<file path="config.mk">
export PLATFORM = sky130hd
export DESIGN_NAME = biriscv_csr_commit
export DESIGN_NICKNAME = d
export VERILOG_FILES = /design/src/rtl/biriscv_csr_commit_pkg.sv /design/src/rtl/biriscv_csr_commit_slot.sv /design/src/rtl/biriscv_csr_commit.sv
export SDC_FILE = /design/constraint.sdc
export NUM_CORES = 1
export LEC_CHECK = 0
export ABC_AREA = 1
export BUFFER_PORTS_ARGS = -buffer_cell sky130_fd_sc_hd__buf_2
export CAP_MARGIN = 20
export CORE_ASPECT_RATIO = 1.1
export CORE_MARGIN = 4
export CORE_UTILIZATION = 53
export DETAILED_ROUTE_END_ITERATION = 8
export GPL_TIMING_DRIVEN = 0
export PLACE_DENSITY = 0.88
export SYNTH_ARGS = -nofsm -noshare
export SYNTH_HDL_FRONTEND = slang
export SYNTH_HIERARCHICAL = 1
export SYNTH_SLANG_ARGS = --single-unit
</file>
<file path="constraint.sdc">
create_clock -name clk_i -period 4 [get_ports clk_i]
set_input_delay 1 -clock clk_i [delete_from_list [all_inputs] [get_ports clk_i]]
set_output_delay 1 -clock clk_i [all_outputs]
set_load 0.02 [all_outputs]
</file>
<file path="src/rtl/biriscv_csr_commit_pkg.sv">
// biriscv_csr_commit_pkg
//   Shared definitions for the CSR commit path (E2 -> WB):
//   exception code width and codes, plus the packed stage payload
//   carried by both the E2 and WB slots.
package biriscv_csr_commit_pkg;

    localparam int CSR_EXC_W   = 6;
    localparam int CSR_ADDR_W  = 32;
    localparam int CSR_WADDR_W = 12;

    localparam logic [CSR_EXC_W-1:0] EXC_NONE                = 6'h00;
    localparam logic [CSR_EXC_W-1:0] EXC_MISALIGNED_FETCH    = 6'h10;
    localparam logic [CSR_EXC_W-1:0] EXC_FAULT_FETCH         = 6'h11;
    localparam logic [CSR_EXC_W-1:0] EXC_ILLEGAL_INSTRUCTION = 6'h12;
    localparam logic [CSR_EXC_W-1:0] EXC_BREAKPOINT          = 6'h13;
    localparam logic [CSR_EXC_W-1:0] EXC_MISALIGNED_LOAD     = 6'h14;
    localparam logic [CSR_EXC_W-1:0] EXC_FAULT_LOAD          = 6'h15;
    localparam logic [CSR_EXC_W-1:0] EXC_MISALIGNED_STORE    = 6'h16;
    localparam logic [CSR_EXC_W-1:0] EXC_FAULT_STORE         = 6'h17;
    localparam logic [CSR_EXC_W-1:0] EXC_ECALL               = 6'h18;
    localparam logic [CSR_EXC_W-1:0] EXC_ERET_U              = 6'h30;
    localparam logic [CSR_EXC_W-1:0] EXC_ERET_S              = 6'h31;
    localparam logic [CSR_EXC_W-1:0] EXC_ERET_H              = 6'h32;
    localparam logic [CSR_EXC_W-1:0] EXC_ERET_M              = 6'h33;
    localparam logic [CSR_EXC_W-1:0] EXC_FENCE               = 6'h34;

    // value holds the CSR read result, or the xtval source once an
    // exception is attached (faulting opcode or fault data address).
    typedef struct packed {
        logic                   valid;
        logic [CSR_ADDR_W-1:0]  pc;
        logic [CSR_WADDR_W-1:0] waddr;
        logic                   write;
        logic [CSR_ADDR_W-1:0]  wdata;
        logic [CSR_ADDR_W-1:0]  value;
        logic [CSR_EXC_W-1:0]   exception;
    } commit_payload_t;

    function automatic logic has_exc(input commit_payload_t p);
        return p.valid && (p.exception != EXC_NONE);
    endfunction

endpackage

</file>
<file path="src/rtl/biriscv_csr_commit_slot.sv">
// biriscv_csr_commit_slot
//   One pipeline payload register. load_i captures d_i, otherwise
//   clear_i inserts a bubble (whole payload zeroed), otherwise hold.
//   Ports: clk_i, rst_ni (async active-low), load_i, clear_i, d_i, q_o.
module biriscv_csr_commit_slot
    import biriscv_csr_commit_pkg::*;
(
    input  logic            clk_i,
    input  logic            rst_ni,
    input  logic            load_i,
    input  logic            clear_i,
    input  commit_payload_t d_i,
    output commit_payload_t q_o
);

    always_ff @(posedge clk_i or negedge rst_ni) begin
        if (!rst_ni)
            q_o <= '0;
        else if (load_i)
            q_o <= d_i;
        else if (clear_i)
            q_o <= '0;
    end

endmodule

</file>
<file path="src/rtl/biriscv_csr_commit.sv">
// biriscv_csr_commit
//   Carries CSR results and early exceptions from E1 through E2 to WB,
//   merges late LSU faults in E2, and produces the one-cycle CSR
//   writeback / exception commit. A committed exception kills the E2
//   entry behind it and raises flush_o during its WB cycle.
//   Inputs : E1 payload (e1_*, csr_result_e1_*), e2_fault_i/_addr_i,
//            stall_i, squash_e1_i.
//   Outputs: csr_writeback_* commit bus, flush_o, busy_o.
//   Optional: CSR_COMMIT_INSTRET_EN adds instret_o (64-bit count of
//             clean commits).
module biriscv_csr_commit
    import biriscv_csr_commit_pkg::*;
#(
    parameter int EXCEPTION_W = CSR_EXC_W,
    parameter int ADDR_W      = CSR_ADDR_W
) (
    input  logic                   clk_i,
    input  logic                   rst_ni,
    input  logic                   e1_valid_i,
    input  logic [ADDR_W-1:0]      e1_pc_i,
    input  logic [11:0]            e1_waddr_i,
    input  logic                   csr_result_e1_write_i,
    input  logic [ADDR_W-1:0]      csr_result_e1_wdata_i,
    input  logic [ADDR_W-1:0]      csr_result_e1_value_i,
    input  logic [EXCEPTION_W-1:0] csr_result_e1_exception_i,
    input  logic [EXCEPTION_W-1:0] e2_fault_i,
    input  logic [ADDR_W-1:0]      e2_fault_addr_i,
    input  logic                   stall_i,
    input  logic                   squash_e1_i,
    output logic                   csr_writeback_write_o,
    output logic [11:0]            csr_writeback_waddr_o,
    output logic [ADDR_W-1:0]      csr_writeback_wdata_o,
    output logic [EXCEPTION_W-1:0] csr_writeback_exception_o,
    output logic [ADDR_W-1:0]      csr_writeback_exception_pc_o,
    output logic [ADDR_W-1:0]      csr_writeback_exception_addr_o,
`ifdef CSR_COMMIT_INSTRET_EN
    output logic [63:0]            instret_o,
`endif
    output logic                   flush_o,
    output logic                   busy_o
);

    commit_payload_t e1_d, e2_q, e2_adv, wb_q;
    logic            kill, e2_load, e2_clear;

    always_comb begin
        e1_d           = '0;
        e1_d.valid     = 1'b1;
        e1_d.pc        = e1_pc_i;
        e1_d.waddr     = e1_waddr_i;
        e1_d.write     = csr_result_e1_write_i;
        e1_d.wdata     = csr_result_e1_wdata_i;
        e1_d.value     = csr_result_e1_value_i;
        e1_d.exception = csr_result_e1_exception_i;
    end

    // Late LSU fault only lands on a clean E2 entry; an earlier
    // exception already owns the commit.
    always_comb begin
        e2_adv = e2_q;
        if (e2_q.valid && (e2_q.exception == EXC_NONE) && (e2_fault_i != EXC_NONE)) begin
            e2_adv.exception = e2_fault_i;
            e2_adv.value     = e2_fault_addr_i;
            e2_adv.write     = 1'b0;
        end
    end

    // Kill fires on the edge an excepting entry moves to WB; flush_o
    // then covers the following cycle, so E1 is blocked for both.
    assign kill     = !stall_i && has_exc(e2_adv);
    assign flush_o  = has_exc(wb_q);
    assign e2_load  = !stall_i && e1_valid_i && !squash_e1_i && !kill && !flush_o;
    assign e2_clear = !stall_i && !e2_load;

    biriscv_csr_commit_slot u_e2 (
        .clk_i  (clk_i),
        .rst_ni (rst_ni),
        .load_i (e2_load),
        .clear_i(e2_clear),
        .d_i    (e1_d),
        .q_o    (e2_q)
    );

    // Under stall WB takes a bubble so nothing commits twice.
    biriscv_csr_commit_slot u_wb (
        .clk_i  (clk_i),
        .rst_ni (rst_ni),
        .load_i (!stall_i),
        .clear_i(stall_i),
        .d_i    (e2_adv),
        .q_o    (wb_q)
    );

    assign csr_writeback_write_o          = wb_q.valid && wb_q.write && (wb_q.exception == EXC_NONE);
    assign csr_writeback_waddr_o          = wb_q.valid ? wb_q.waddr : '0;
    assign csr_writeback_wdata_o          = wb_q.valid ? wb_q.wdata : '0;
    assign csr_writeback_exception_o      = wb_q.valid ? wb_q.exception : '0;
    assign csr_writeback_exception_pc_o   = wb_q.valid ? wb_q.pc : '0;
    assign csr_writeback_exception_addr_o = has_exc(wb_q) ? wb_q.value : '0;
    assign busy_o                         = e2_q.valid || wb_q.valid;

`ifdef CSR_COMMIT_INSTRET_EN
    always_ff @(posedge clk_i or negedge rst_ni) begin
        if (!rst_ni)
            instret_o <= '0;
        else if (wb_q.valid && (wb_q.exception == EXC_NONE))
            instret_o <= instret_o + 64'd1;
    end
`endif

endmodule

</file>
==> impl_results.md, run 1 <==
* Gate family responsible for the most delay along the worst path: buffers and inverters
* Number of detailed-routing iterations run before antenna repair at 5
* Via count of the routed design at 9164
* Reported max-cap violation count at 0
* Remaining DRCs at 0
* Count of flip-flops with a built-in enable after synthesis at 0
* Total gr overflow at 0
* Mean instance size in the synthesized netlist at 7.477 sq um
* Worst hold slack at 0.4626 ns
* Sequential cell area fraction in the yosys report at 56.51%
* Required time reported for the critical path endpoint at 3.00 ns
* Fill cell total of the finished layout at 1558
* Start point of the critical path: u_wb/q_o[115]
* Logic depth of the worst register-to-register path at 11
* Buffer type at the clock tree root: clkbuf_16
* Max-slew violation count at 0
* Number of antenna violations at the first check in global routing at 1
* Instance count on the critical path at 5
* Antenna Violating Nets Remaining at 0
* FF-to-FF setup slack at 1.42 ns
* Data arrival time at the worst-slack endpoint at 2.27 ns
* Largest fanout of any net on the critical path at 10
* Max Fclk at 305.8 MHz
* Finish-stage setup viols at 0
* Sequence of cells on the critical path: clkbuf_1, clkbuf_1, nand2_1, inv_1, buf_2
* Wirelength, routed at 25930 microns
* Antenna Diode Count at 0
* Class of the worst hold path: reg2reg
* Total GRT Usage at 23.75%
* Ports placed on the boundary at 275
* Leading cell types by total area after synthesis: dfrtp_1 (57%), nand2_1 (32%), inv_1 (4.4%)
* Die Span Y at 154.0 microns
* TritonCTS clock tree: done
* Total placed cells including tap cells at 1896
* Worst stage delay on the critical path at 0.55 ns
* Non-Filler Instances at 1940
* Power Density at 422.8 mW/mm^2
* Nature of the critical path endpoint: output pin
* Hold Violations, Final at 0
* End point of the critical path: csr_writeback_exception_pc_o[7]
* Fraction of registers with async set or reset after synthesis at 100.0%
* Wire length per cell at 13.36 microns
* # hold bufs at CTS at 0
* Global-route wire length before repair at 42440 microns
* Number of setup buffers added after CTS at 0
* Detailed Route Iter0 Violations at 581
* Routability cong. at 0.9142
* CORE AREA at 0.01910 sq mm
* Maximum number of pins on one net before global-route repair at 133
* Synth top cells by count: nand2_1 (886), dfrtp_1 (232), inv_1 (121), nor2_1 (45), clkbuf_1 (32)
* Clock buffers created by TritonCTS at 24
* Skew-Pair Late Insertion Delay at 0.50 ns
* Synth Instances at 1374
* Critical Path Most Common Cell: clkbuf_1
* Floorplan die width at 140.7 microns
* FF-to-FF End: u_e2/q_o[13]
* Number of distinct standard cells referenced by the synthesized netlist at 19
* Share of the clock period used by the worst path at 81.75%
* Fraction of synthesized cell area taken by the top area cell type at 56.51%
* Clock period minus final worst setup slack at 3.270 ns
* Relative slew margins at 47.61%
* Run status: completed
* Most used DFF post-synth: dfrtp_1
* Clock skew after layout at 0.01011 ns
* Leakage Power at 8.316 nW
* Synth-to-Final Area Change at 24.91%
* Buffering stage count on the worst path with inverters included at 4
* DIE AREA at 0.02168 sq mm
* Leading area contributor after synthesis: dfrtp_1
* Critical path startpoint category: flop
* Cell row count at 53
* Top-count cell post-synth: nand2_1
* Worst path slowest cell: clkbuf_1
* Drt via density at 4.724
* Cell area after synthesis at 0.01027 sq mm
* WS Path Type: reg2out
* # resized after CTS at 0
* Nets in the synthesized netlist at 1532
* Summed negative setup slack over all endpoints at 0 ns
* Number of warnings reported in the yosys synthesis log at 6
* Setup repair after global routing missed its margin: no
* Maximum VDD drop at 408.1 uV
* Number of sinks driven by the clock tree at 232
* Via count of the first global-routing pass at 8930
* Post-layout net count at 1833
* Clock edge transition at the registers on the reported setup and hold paths at 0.06 ns
* Maximum root-to-sink buffer count at 3
* Buffers on Ports at 274
* Half-perimeter wire length after detailed placement at 18900 microns
* Number of flip-flops and latches in the synthesized netlist at 232
* Worst Tran Pin Value at 0.7859 ns
* Launch point of the worst reg-to-reg path: u_wb/q_o[3]
* Initial standard-cell utilization of the core at 53.79%
* Number of levels the H-tree was split into at 1
* Fraction of layout cells with a size suffix above 1 at 21.32%
[through the flow]
stage	util, %	setup slack (ns)	area (sq um)	power (mW)
global route	67.19	0.5087	12830	5.666
global placement	62.59	-1.902	11950	3.125
detailed placement	62.79	0.9205	11990	3.151
finish	67.19	0.7299	12830	5.426
floorplan	-	1.474	10270	2.907
CTS	67.19	0.6340	12830	5.480
[layout make-up]
class	instances	area, sq um	area share [%]
buffer	68	369.1	2.876
clock buffer	34	709.4	5.528
clock inverter	10	131.4	1.024
inverter	125	469.2	3.656
multi-input combinational	949	3630	28.29
sequential	232	5806	45.24
tap	247	309.0	2.408
timing repair buffer	275	1409	10.98
[tightest hold or removal path, cell delays in order, from the launching register on]
cell and delay [ns]:
dfrtp_1 0.34, nand2_1 0.05, nand2_1 0.05
[state kept, by name (all words and copies together), names as in the netlist]
name      flops
u_wb/q_o    116
u_e2/q_o    116
[where the power goes]
group	internal [mW]	switching [mW]
clock	1.43	0.887
combinational	0.191	0.338
sequential	2.50	0.0832
total	4.12	1.31
[cell usage in the layout (no fill, tap or decap)]
cell type and n:
inv_2 4, a21oi_1 1, inv_1 121, buf_2 292, conb_1 1, clkbuf_16 25, clkinvlp_4 1, buf_16 1
nor2_4 1, buf_6 7, nor2_1 45, nor2_8 2, buf_4 10, nand3_2 1, nand2_1 886, clkinv_2 5
or2_2 1, buf_8 1, dfrtp_1 232, nand3_1 8, clkbuf_1 36, clkinv_4 1, clkbuf_8 5, bufinv_16 3
nand2_2 1, nor3_1 1, a21boi_1 1
[cell families (layout without fill, tap and decap cells)]
logic type | count (synthesis) | in the layout | synth area share, %
AO/OA/AOI/OAI | 2 | 2 | 0.1218
AND/OR/NAND/NOR | 946 | 946 | 35.17
buffers and inverters | 193 | 512 | 8.160
flip-flops | 232 | 232 | 56.51
other | 1 | 1 | 0.03650
[how the worst min path moves through the flow]
stage	start	end	slack, ns	cells past startpoint
3_5_place_dp	u_e2/q_o[101]	u_e2/q_o[101]	0.46	2
3_3_place_gp	u_e2/q_o[100]	u_e2/q_o[100]	0.45	2
2_1_floorplan	u_e2/q_o[1]	u_e2/q_o[1]	0.44	2
6_report	u_e2/q_o[38]	u_wb/q_o[38]	0.46	2
5_1_grt	u_e2/q_o[101]	u_wb/q_o[101]	0.48	2
4_1_cts	u_e2/q_o[38]	u_wb/q_o[38]	0.47	2
[metal layers]
layer / share of wire (%) / track usage [%] / vias up
met5: 0.050 / 0 / -
met4: 2.7 / 7.014 / 2
met3: 8.4 / 4.759 / 61
met2: 49 / 41.86 / 364
met1: 39 / 29.63 / 4142
li1: - / - / 4595
Power figures use the tool's default switching activity.
==> inputs of run 2 (changes only) <==
==> constraint.sdc (replaced) <==
create_clock -name clk_i -period 3.06 [get_ports clk_i]
set_input_delay 0.765 -clock clk_i [delete_from_list [all_inputs] [get_ports clk_i]]
set_output_delay 0.765 -clock clk_i [all_outputs]
set_load 0.02 [all_outputs]
==> impl_results.md, run 2 (synthesis gave the netlist of run 1 again) <==
* Ports placed on the boundary at 275 (unchanged)
* Max Fclk at 349.3 MHz
* Share of total power consumed by net switching at 24.11% (about the same)
* Largest fanout of any net on the critical path at 10 (unchanged)
* Via count of the first global-routing pass at 8930 (unchanged)
* Initial standard-cell utilization of the core at 53.79% (unchanged)
* Critical path startpoint category: flop
* Half-perimeter wire length after detailed placement at 18900 microns (unchanged)
* Max-slew violation count at 0 (unchanged)
* Power Density at 552.6 mW/mm^2 (+31%)
* Synth-to-Final Area Change at 24.94% (about the same)
* Data arrival time at the worst-slack endpoint at 2.10 ns (-0.17 ns)
* Buffers on Ports at 274 (unchanged)
* Total placed cells including tap cells at 1896 (unchanged)
* Total gr overflow at 0 (unchanged)
* Clock buffers created by TritonCTS at 24 (unchanged)
* Leakage Power at 8.324 nW (+0.10%)
* Clock edge transition at the registers on the reported setup and hold paths at 0.06 ns (about the same)
* TritonCTS clock tree: done
* Wire length per cell at 13.38 microns (+0.14%)
* Relative slew margins at 46.83% (-0.78 points)
* Post-layout net count at 1833 (unchanged)
* Drt via density at 4.723 (about the same)
* Floorplan die width at 140.7 microns (unchanged)
* Number of sinks driven by the clock tree at 232 (unchanged)
* Worst Tran Pin Value at 0.7976 ns (+0.01168 ns)
* Routability cong. at 0.9142 (unchanged)
* Commonest cells after routing, fill and taps aside: nand2_1 (886), buf_2 (292), dfrtp_1 (232)
* Total power after layout at 7.093 mW (+31%)
* CORE AREA at 0.01910 sq mm (unchanged)
* Number of detailed-routing iterations run before antenna repair at 5 (unchanged)
* Power spent charging and discharging nets at 1.710 mW (+31%)
* Antenna Diode Count at 0 (unchanged)
* Run status: completed
* Summed negative setup slack over all endpoints at 0 ns (unchanged)
* Setup repair after global routing missed its margin: no
* Maximum VDD drop at 533.5 uV (+31%)
* DIE AREA at 0.02168 sq mm (unchanged)
* Clock skew after layout at 0.009545 ns (-0.0005663 ns)
* Detailed Route Iter0 Violations at 587 (+1.0%)
* Buffer type at the clock tree root: clkbuf_16
* Sequential power share at 47.6% (about the same)
* Fraction of layout cells with a size suffix above 1 at 21.50% (+0.18 points)
* Total GRT Usage at 23.75% (unchanged)
* Number of setup buffers added after CTS at 0 (unchanged)
* Sequence of cells on the critical path: nor2_1, nand3_1, nand2_1, clkbuf_1, nor2_1, buf_2
* Share of the clock period used by the worst path at 93.56%
* Finish-stage setup viols at 0 (unchanged)
* Clk network pwr share at 42.7% (about the same)
* Maximum number of pins on one net before global-route repair at 133 (unchanged)
* Share of total power in combinational logic at 9.8% (about the same)
* Number of levels the H-tree was split into at 1 (unchanged)
* Finished Core Util at 67.21% (about the same)
* Cell row count at 53 (unchanged)
* Antenna Violating Nets Remaining at 0 (unchanged)
* Largest registers in the final layout: u_e2/q_o: 116 flops, u_wb/q_o: 116 flops
* Global-route wire length before repair at 42440 microns (unchanged)
* FF-to-FF End: u_e2/q_o[13]
* Skew-Pair Late Insertion Delay at 0.50 ns (about the same)
* Clock period minus final worst setup slack at 2.863 ns
* WS Path Type: reg2out
* Worst stage delay on the critical path at 0.41 ns (-0.14 ns)
* Wirelength, routed at 25970 microns (+0.14%)
* Non-Filler Instances at 1940 (unchanged)
* Required time reported for the critical path endpoint at 2.29 ns (-0.71 ns)
* Reported max-cap violation count at 0 (unchanged)
* Remaining DRCs at 0 (unchanged)
* Nature of the critical path endpoint: output pin
* Launch point of the worst reg-to-reg path: u_wb/q_o[3]
* Critical Path Most Common Cell: nor2_1
* Maximum root-to-sink buffer count at 3 (unchanged)
* Most common cell after layout, fill and taps aside: nand2_1
* Class of the worst hold path: in2async
* Number of antenna violations at the first check in global routing at 1 (unchanged)
* Hold Violations, Final at 0 (unchanged)
* Total internal power at 5.383 mW (+31%)
* Logic depth of the worst register-to-register path at 11 (unchanged)
* Via count of the routed design at 9162 (-0.022%)
* Die Span Y at 154.0 microns (unchanged)
* FF-to-FF setup slack at 0.48 ns (-0.94 ns)
* Worst path slowest cell: clkbuf_1
-- run 2: changes by cell type in the layout (fill, tap and decap cells not counted) --
cell | previous run | this run
clkbuf_2 | 0 | 3
clkbuf_1 | 36 | 33
-- run 2: power groups by stage --
stage               Clock [mW]  Sequential, mW  Combinational, mW
floorplan                    0            3.40              0.401
global placement             0            3.42              0.669
detailed placement           0            3.42              0.694
CTS                       3.09            3.37              0.701
global route              3.22            3.39              0.791
finish                    3.03            3.37              0.693
-- run 2: how the worst max path moves through the flow --
stage | cells past startpoint | slack, ns | from | end
after floorplan | 12 | 0.77 | e2_fault_i[2] | u_e2/q_o[10]
after global placement | 1 | -2.61 | rst_ni | u_e2/q_o[79]
after detailed placement | 13 | 0.22 | e2_fault_i[4] | u_e2/q_o[13]
after CTS | 6 | 0.12 | u_wb/q_o[3] | csr_writeback_exception_addr_o[26]
after global routing | 6 | 0.008 | u_wb/q_o[3] | csr_writeback_exception_addr_o[2]
final | 6 | 0.20 | u_wb/q_o[3] | csr_writeback_exception_addr_o[2]
-- run 2: routing by layer --
metal / global-route usage [%] / part of all wire, %
met1: 29.63 / 40
met2: 41.86 / 49
met3: 4.759 / 8.1
met4: 7.014 / 2.7
met5: 0 / 0.050
-- run 2: repair_timing --
item / CTS / global route
hold buffers: 0 / 0
gates resized for setup: 1 / 4
setup endpoints to repair: 16 / 9
cloned: 0 / 0
-- run 2: worst max-delay path, delay by kind of cell, from the launching register on --
family / cells / cell delay, ns
buffers and inverters: 2 / 0.58
flip-flops: 1 / 0.39
AND/OR/NAND/NOR: 4 / 0.61
-- run 2: cell type report --
class                   count  area, sq um
repair buffers            275         1409
fillers                  1559         6262
plain buffers              68        372.9
clock buffers              34        709.4
flip-flops and latches    232         5806
multi-input cells         949         3630
clock inverters            10        131.4
well taps                 247        309.0
inverters                 125        469.2
-- run 2: metrics by stage --
step                hold WS, ns  instance area [sq um]  setup WS (ns)
floorplan                0.4419                  10270         0.7695
global placement         0.4532                  11950         -2.607
detailed placement       0.4583                  11990         0.2155
CTS                      0.3153                  12830         0.1212
global route             0.3300                  12840       0.008032
finish                   0.2482                  12840         0.1972
==> inputs of run 3 (changes only) <==
--- a/config.mk
+++ b/config.mk
@@ -10,10 +10,10 @@
 export CAP_MARGIN = 20
 export CORE_ASPECT_RATIO = 1.1
 export CORE_MARGIN = 4
-export CORE_UTILIZATION = 53
+export CORE_UTILIZATION = 40
 export DETAILED_ROUTE_END_ITERATION = 8
-export GPL_TIMING_DRIVEN = 0
-export PLACE_DENSITY = 0.88
+export PLACE_DENSITY = 0.71
+export SETUP_SLACK_MARGIN = 0.15
 export SYNTH_ARGS = -nofsm -noshare
 export SYNTH_HDL_FRONTEND = slang
 export SYNTH_HIERARCHICAL = 1
==> impl_results.md, run 3 (synthesis gave the netlist of run 1 again) <==
* Commonest cells after routing, fill and taps aside: nand2_1 (886), buf_2 (273), dfrtp_1 (231)
* Maximum number of pins on one net before global-route repair at 117 (-12%)
* Clock edge transition at the registers on the reported setup and hold paths at 0.06 ns (about the same)
* Multi-input gate area in the final layout at 0.003641 sq mm (+0.31%)
* Fraction of layout cells with a size suffix above 1 at 21.09% (-0.41 points)
* Max-slew violation count at 0 (unchanged)
* Max Fclk at 367.9 MHz (+5.3%)
* Instance count on the critical path at 4 (-2)
* Met2 Use GR at 32.53% (-9.3 points)
* Hold Violations, Final at 0 (unchanged)
* Worst path slowest cell: buf_4
* Total placed cells including tap cells at 1946 (+2.6%)
* Half-perimeter wire length after detailed placement at 18130 microns (-4.1%)
* Antenna Diode Count at 0 (unchanged)
* Number of levels the H-tree was split into at 1 (unchanged)
* Cell row count at 61 (+15%)
* Floorplan die width at 160.8 microns (+14%)
* Class of the worst hold path: in2async
* Drt via density at 4.522 (-4.3%)
* Detailed Route Iter0 Violations at 635 (+8.2%)
* Gate family responsible for the most delay along the worst path: buffers and inverters
* Non-Filler Instances at 1991 (+2.6%)
* Remaining DRCs at 0 (unchanged)
* FF-to-FF setup slack at 0.76 ns (+0.28 ns)
* Post-layout net count at 1785 (-2.6%)
* Buffer type at the clock tree root: clkbuf_16
* Share of total power consumed by net switching at 24.63% (+0.52 points)
* Clock skew after layout at 0.01032 ns (+0.0007720 ns)
* Relative slew margins at 48.03% (+1.2 points)
* Synth-to-Final Area Change at 24.60%
* Buffering stage count on the worst path with inverters included at 3 (+1)
* Number of antenna violations at the first check in global routing at 2 (+1)
* Initial standard-cell utilization of the core at 40.67% (-13 points)
* Finish-stage setup viols at 0 (unchanged)
* Required time reported for the critical path endpoint at 2.29 ns (about the same)
* Reported max-cap violation count at 0 (unchanged)
* Data arrival time at the worst-slack endpoint at 1.95 ns (-0.15 ns)
* Via count of the first global-routing pass at 9238 (+3.4%)
* Wire length per cell at 13.51 microns (+0.96%)
* Buffers on Ports at 274 (unchanged)
* Clock buffers created by TritonCTS at 25 (+4.2%)
* # resized after CTS at 0 (-1)
* TritonCTS clock tree: done
* Maximum VDD drop at 419.7 uV (-21%)
* Number of detailed-routing iterations run before antenna repair at 5 (unchanged)
* Share of the clock period used by the worst path at 88.83% (-4.7 points)
* Ports placed on the boundary at 275 (unchanged)
* Nature of the critical path endpoint: output pin
* Leakage Power at 8.217 nW (-1.3%)
* Die Span Y at 176.1 microns (+14%)
* Logic depth of the worst register-to-register path at 11 (unchanged)
* # hold bufs at CTS at 0 (unchanged)
* FF-to-FF End: u_e2/q_o[8]
* Power Density at 549.1 mW/mm^2 (-0.62%)
* Critical path startpoint category: flop
* Power spent charging and discharging nets at 1.731 mW (+1.2%)
* Routability cong. at 0.8558 (-6.4%)
* Number of sinks driven by the clock tree at 232 (unchanged)
* DIE AREA at 0.02832 sq mm (+31%)
* Antenna Violating Nets Remaining at 0 (unchanged)
* Launch point of the worst reg-to-reg path: u_wb/q_o[5]
* Skew-Pair Late Insertion Delay at 0.51 ns (about the same)
* Sequential power share at 48.0% (+0.4 points)
* Clock period minus final worst setup slack at 2.718 ns (-0.1446 ns)
* Total GRT Usage at 18.91% (-4.8 points)
* WS Path Type: reg2out
* Summed negative setup slack over all endpoints at 0 ns (unchanged)
* Number of setup buffers added after CTS at 0 (unchanged)
* Via count of the routed design at 9003 (-1.7%)
* Largest registers in the final layout: u_e2/q_o: 116 flops, u_wb/q_o: 116 flops
* End point of the critical path: csr_writeback_exception_pc_o[8]
* Largest fanout of any net on the critical path at 63 (+53)
* Register cell area after layout at 0.005807 sq mm (about the same)
* Total internal power at 5.298 mW (-1.6%)
* Clk network pwr share at 42.2% (-0.5 points)
* Wirelength, routed at 26900 microns (+3.6%)
* Sequence of cells on the critical path: buf_4, nand2_1, inv_1, buf_2
* Worst stage delay on the critical path at 0.59 ns (+0.18 ns)
* CORE AREA at 0.02526 sq mm (+32%)
* Share of total power in combinational logic at 9.8% (about the same)
* GR Layer Usage met1 at 24.75% (-4.9 points)
* Maximum root-to-sink buffer count at 3 (unchanged)
* Worst Tran Pin Value at 0.7795 ns (-0.01808 ns)
* Busiest layer in global routing: met2
* Start point of the critical path: u_wb/q_o[115]
* Total gr overflow at 0 (unchanged)
* Most common cell after layout, fill and taps aside: nand2_1
* Run status: completed
* Fill cell total of the finished layout at 2478 (+59%)
* Global Route met3 Usage at 3.385% (-1.4 points)
* Setup repair after global routing missed its margin: no
* Global-route wire length before repair at 44860 microns (+5.7%)
-- run 3: changes by cell type in the layout (fill, tap and decap cells not counted), moves of 2 or more --
cell,delta
buf_6,-7
clkinv_2,+2
buf_4,+2
clkbuf_1,-28
buf_12,+8
buf_2,-19
clkbuf_2,-3
-- run 3: power by group through the flow --
stage	clock (mW)	combinational [mW]	sequential, mW
2_1_floorplan	0	0.401	3.40
3_3_place_gp	0	0.683	3.42
3_5_place_dp	0	0.700	3.43
4_1_cts	3.06	0.701	3.38
5_1_grt	3.19	0.789	3.40
6_report	2.97	0.687	3.38
-- run 3: through the flow --
step / hold slack (ns) / cell area [sq um] / power, mW / worst slack, ns / util [%]
floorplan: 0.4419 / 10270 / 3.800 / 0.7695 / -
global placement: 0.4531 / 11980 / 4.106 / 0.5012 / 47.44
detailed placement: 0.4581 / 11980 / 4.127 / 0.4084 / 47.44
CTS: 0.2714 / 12800 / 7.135 / 0.2887 / 50.67
global route: 0.2954 / 12800 / 7.376 / 0.1916 / 50.67
finish: 0.2512 / 12800 / 7.029 / 0.3418 / 50.67
-- run 3: worst min path at each step --
stage                 startpoint           end  slack, ns
global route              rst_ni  u_wb/q_o[10]       0.30
detailed placement  u_wb/q_o[29]  u_wb/q_o[29]       0.46
global placement    u_wb/q_o[32]  u_wb/q_o[32]       0.45
floorplan            u_e2/q_o[1]   u_e2/q_o[1]       0.44
finish                    rst_ni  u_wb/q_o[10]       0.25
CTS                       rst_ni  u_wb/q_o[10]       0.27
-- run 3: final cells by class --
type	count	share of cell area, %
Clock buffer	35	5.571
Timing Repair Buffer	294	12.75
Clock inverter	10	0.8113
Sequential cell	232	45.36
Tap cell	346	3.382
Inverter	125	3.685
Multi-Input combinational cell	949	28.44
-- run 3: layer usage --
layer | wire length [microns] | part of all wire, %
met1 | 11710 | 44
met4 | 634 | 2.4
met2 | 12720 | 47
met3 | 1811 | 6.7
met5 | 24 | 0.089
-- run 3: worst register-to-register path: cells and delay by family (launching register included) --
| family | cells | cell delay, ns |
|---|---|---|
| and+or+nand+nor | 7 | 0.79 |
| buffers and inverters | 3 | 0.64 |
| DFF | 1 | 0.40 |
| AOI/OAI and AO/OA | 1 | 0.38 |
